### src/rtl/add_seq_ctrl_pkg.sv
// Shared types for the multi-precision add/subtract sequencer.
// State encoding and index-width helper.
package add_seq_ctrl_pkg;

  typedef enum logic [1:0] {
    IDLE = 2'd0,
    RUN  = 2'd1,
    DONE = 2'd2
  } state_t;

  function automatic int idx_width(input int words);
    return (words > 2) ? $clog2(words) : 1;
  endfunction

endpackage

### src/rtl/add_seq_ctrl_adder.sv
// Ripple-carry adder built from 1-bit full adders.
// Shared chunk datapath for the sequencer.
module fa_1bit (
  input  logic a,
  input  logic b,
  input  logic cin,
  output logic sum,
  output logic cout
);
  assign sum  = a ^ b ^ cin;
  assign cout = (a & b) | (cin & (a ^ b));
endmodule

module FA_nbit_Using_1bit_FA #(
  parameter int N = 8
) (
  input  logic [N-1:0] a,
  input  logic [N-1:0] b,
  input  logic         cin,
  output logic [N-1:0] sum,
  output logic         cout
);
  logic [N:0] c;

  assign c[0] = cin;
  assign cout = c[N];

  for (genvar i = 0; i < N; i++) begin : g_fa
    fa_1bit u_fa (
      .a   (a[i]),
      .b   (b[i]),
      .cin (c[i]),
      .sum (sum[i]),
      .cout(c[i+1])
    );
  end
endmodule

### src/rtl/add_seq_ctrl.sv
// Multi-precision add/subtract sequencer: one WIDTH-bit adder
// shared across WORDS chunks, LS chunk first, carry registered.
module add_seq_ctrl
  import add_seq_ctrl_pkg::*;
#(
  parameter int WIDTH = 8,
  parameter int WORDS = 4
) (
  input  logic                   clk,
  input  logic                   rst,
  input  logic                   start,
  input  logic                   sub,
  input  logic                   cin,
  input  logic [WIDTH*WORDS-1:0] a,
  input  logic [WIDTH*WORDS-1:0] b,
  output logic                   busy,
  output logic                   done,
  output logic [WIDTH*WORDS-1:0] sum,
  output logic                   cout
);
  localparam int TW = WIDTH * WORDS;
  localparam int IW = idx_width(WORDS);

  state_t           state;
  logic [IW-1:0]    idx;
  logic             carry;
  logic [TW-1:0]    opa;
  logic [TW-1:0]    opb;
  logic [TW-1:0]    acc;
  logic [TW-1:0]    acc_nxt;
  logic [WIDTH-1:0] ca;
  logic [WIDTH-1:0] cb;
  logic [WIDTH-1:0] cs;
  logic             co;
  logic             last;

  assign ca   = opa[idx*WIDTH +: WIDTH];
  assign cb   = opb[idx*WIDTH +: WIDTH];
  assign last = (idx == IW'(WORDS - 1));

  FA_nbit_Using_1bit_FA #(.N(WIDTH)) u_add (
    .a   (ca),
    .b   (cb),
    .cin (carry),
    .sum (cs),
    .cout(co)
  );

  // Accumulator with the current chunk merged in, so the last
  // chunk lands in sum on the same edge it is computed.
  always_comb begin
    acc_nxt = acc;
    acc_nxt[idx*WIDTH +: WIDTH] = cs;
  end

  always_ff @(posedge clk or posedge rst) begin
    if (rst) begin
      state <= IDLE;
      idx   <= '0;
      carry <= 1'b0;
      opa   <= '0;
      opb   <= '0;
      acc   <= '0;
      busy  <= 1'b0;
      done  <= 1'b0;
      sum   <= '0;
      cout  <= 1'b0;
    end else begin
      done <= 1'b0;
      case (state)
        IDLE: begin
          if (start) begin
            opa   <= a;
            opb   <= sub ? ~b : b;
            carry <= sub | cin;
            idx   <= '0;
            busy  <= 1'b1;
            state <= RUN;
          end
        end
        RUN: begin
          acc   <= acc_nxt;
          carry <= co;
          if (last) begin
            sum   <= acc_nxt;
            cout  <= co;
            done  <= 1'b1;
            busy  <= 1'b0;
            state <= DONE;
          end else begin
            idx <= idx + IW'(1);
          end
        end
        DONE: begin
          state <= IDLE;
        end
        default: begin
          busy  <= 1'b0;
          state <= IDLE;
        end
      endcase
    end
  end

endmodule

### config.mk
export PLATFORM = sky130hd
export DESIGN_NAME = add_seq_ctrl
export DESIGN_NICKNAME = d
export VERILOG_FILES = /design/src/rtl/add_seq_ctrl_pkg.sv /design/src/rtl/add_seq_ctrl_adder.sv /design/src/rtl/add_seq_ctrl.sv
export SDC_FILE = /design/constraint.sdc
export NUM_CORES = 1
export LEC_CHECK = 0
export ABC_AREA = 1
export CORE_MARGIN = 3
export CORE_UTILIZATION = 35
export DETAILED_ROUTE_END_ITERATION = 16
export PLACE_DENSITY = 0.62
export SLEW_MARGIN = 20
export SYNTH_ARGS = -nofsm -noshare
export SYNTH_HDL_FRONTEND = slang
export SYNTH_SLANG_ARGS = --single-unit
### constraint.sdc
create_clock -name clk -period 7.2 [get_ports clk]
set_input_delay 1.8 -clock clk [delete_from_list [all_inputs] [get_ports clk]]
set_output_delay 1.8 -clock clk [all_outputs]
set_load 0.01 [all_outputs]
==> flow_summary.toml <==
[synthesis]
synthesis.area_mm2 = 0.00662
yosys_warnings = 0
syn_inst = 850
synth-seq-cells = 136
yosysSeqAreaShare_pct = 51.4
synthDistinctLibCells = 20
syn_nets = 933
synth-edff-count = 0
ys.flop_type = "dfrtp_1"
syn_avg_cell_area_um2 = 7.79
async_flop_share_pct = 100

[worst_setup_path]
rrSetupSlack_ps = 1810
crit_path_max_fanout = 20
worst-setup-path-type = "reg2reg"
cp-end-kind = "flop"
critPathLaunch = "idx[1]"
cp-endpoint = "sum[15]"
r2r_end = "sum[15]"
worst_ep_arrival_time_ps = 5700
startpoint_type = "flop"
required_ps = 7510
r2r-start = "idx[1]"
reg2regPathDepth = 20

[die]
dieHeight_um = 144
std_cell_rows = 49
dieArea_mm2 = 0.0206
initial_core_util_pct = 36.2
core_mm2 = 0.0183
die_w_um = 144
io_pins = 104

[status]
outcome = "completed"

[power]
p_leak_nw = 4.24
p_per_area_mw_per_mm2 = 463
ir_drop_mv = 0.232

[clocking]
postCtsHoldBufs = 0
postCtsSetupBuffers = 0
cts_buffers = 17
insertion_delay_ps = 430
cts_buffer_depth = 2
cts-root-buf = "clkbuf_16"
cts_tree = "done"
cts.sinks = 136
htree_levels = 4
ctsResizeCount = 0
clk_pin_slew_ps = 60

[layout]
area_growth_pct = 25.5
final_cell_mix = "465 x nand2_1, 136 x dfrtp_1, 102 x clkdlybuf4s50_1"
final_layout_size_suffix_gt1_share_pct = 5.08
fin_nets = 1016
antennaDiodeCount = 0
utilization_pct = 45.5
stdcell_area_mm2 = 0.00831
final_common_cell = "nand2_1"

[routing]
ant_nets = 0
dr.pass1.iters = 4
dr.max_layer_used = "met4"
routed_wl_um = 16300
num_vias = 5507
routed_via_density = 4.69
wl_per_cell_um = 13.9
met1_length_um = 7890
dr.first_iter.drc_count = 351
drc_errors = 0
route.met2.wl_um = 7580
met3_length_um = 698

[sta]
finalClockSkew_ps = 9.53
timing_hold_violations_final = 0
slew-limit-headroom_pct = 39.1
min_period_over_period_pct = 74.9
rsz0062_at_grt = "no"
whs_ps = 467
finalSetupTns_ps = 0
worstMarginPinSlew_ps = 914
maxSlewViolCount = 0
setup_viol = 0
max_freq_mhz = 186
min_period_ps = 5390

[hold_path]
min_path_type = "reg2reg"

[run]
maxCapViolCount = 0

[global_route]
grt-ovfl-total = 0
grt_first_pass_wirelength_um = 27400
grtUsageTotal_pct = 16.9
grt_max_degree = 101
grt_pass1_vias = 5463
antenna_found_initial = 0

[place]
dp_hpwl_um = 11300
port_buffers = 103
place_congestion = 0.867
placedInstanceArea_mm2 = 0.00778
-- layer usage --
metal  track usage, %  vias to the layer above
li1                 -                     2792
met1             23.3                     2571
met2             26.5                      131
met3             4.39                       13
met4             4.66                        0
met5                0                        -
-- critical path: stages (launching register included) --
cell and delay (ps):
dfrtp_1 750, clkinv_1 660, nand3_1 260, nand2_1 100, fa_1 400, fa_1 380, fa_1 390, fa_1 390
fa_1 360, inv_1 80, fa_1 160, inv_1 50, fa_1 360, inv_1 80, fa_1 450, inv_1 80
nor2_1 50, nand3_1 80, nand2_1 80, nand2_1 60, nand2_1 50
-- sequential cells by signal (all words and copies together), names as in the netlist --
name,flops
acc,32
busy,1
carry,1
cout,1
done,1
idx,2
opa,32
opb,32
state,2
sum,32
-- through the flow --
step	power, mW	setup WS [ps]	instances
floorplan	2.45	1760	850
global placement	3.04	1960	1143
global route	4.18	1360	1174
detailed placement	3.08	1850	1143
finish	3.85	1810	1174
CTS	3.88	1810	1174
-- how the worst min path moves through the flow --
stage | from | endpoint | slack [ps] | depth (start not counted)
after floorplan | opa[21] | opa[21] | 440 | 2
after global placement | sum[9] | sum[9] | 460 | 2
after detailed placement | sum[8] | sum[8] | 460 | 2
after CTS | sum[8] | sum[8] | 470 | 2
after global routing | sum[8] | sum[8] | 490 | 2
final | sum[8] | sum[8] | 470 | 2
-- cells in the mapped netlist (2+ instances only) --
library cell    n  area [um2]
o21ai_0         9        45.0
nand2_1       466        1750
buf_4           2        15.0
o21bai_1        2        15.0
inv_1          18        67.6
nand3_1        49         245
o22ai_1         4        25.0
xnor2_1        32         280
buf_2          20         100
fa_1            8         160
inv_2           8        30.0
ha_1            6        75.1
clkbuf_1       22        82.6
dfrtp_1       136        3400
o21ai_1        35         175
nor2_1         29         109
-- power breakdown --
part	switching (mW)	internal (mW)	total (mW)	leakage (nW)
clock	0.319	0.475	0.793	0.269
sequential	0.225	1.07	1.29	1.78
combinational	1.12	0.645	1.76	2.19
total	1.66	2.19	3.85	4.24
-- area by class of cell --
type	instances	area, um2
Tap cell	229	287
Sequential cell	136	3400
Clock inverter	11	82.6
Fill cell	1842	9960
Inverter	27	104
Timing Repair Buffer	108	1060
Multi-Input combinational cell	643	2920
Clock buffer	20	447
-- logic make-up after synthesis --
logic type | count (synthesis) | synth area share (%)
and+or+nand+nor | 547 | 32.3
DFF | 136 | 51.4
buffers and inverters | 71 | 4.52
AOI/OAI and AO/OA | 50 | 3.93
xor gates and xnor gates | 32 | 4.23
adders and majority gates | 14 | 3.55
No activity file was read; power rests on OpenSTA's default activity.
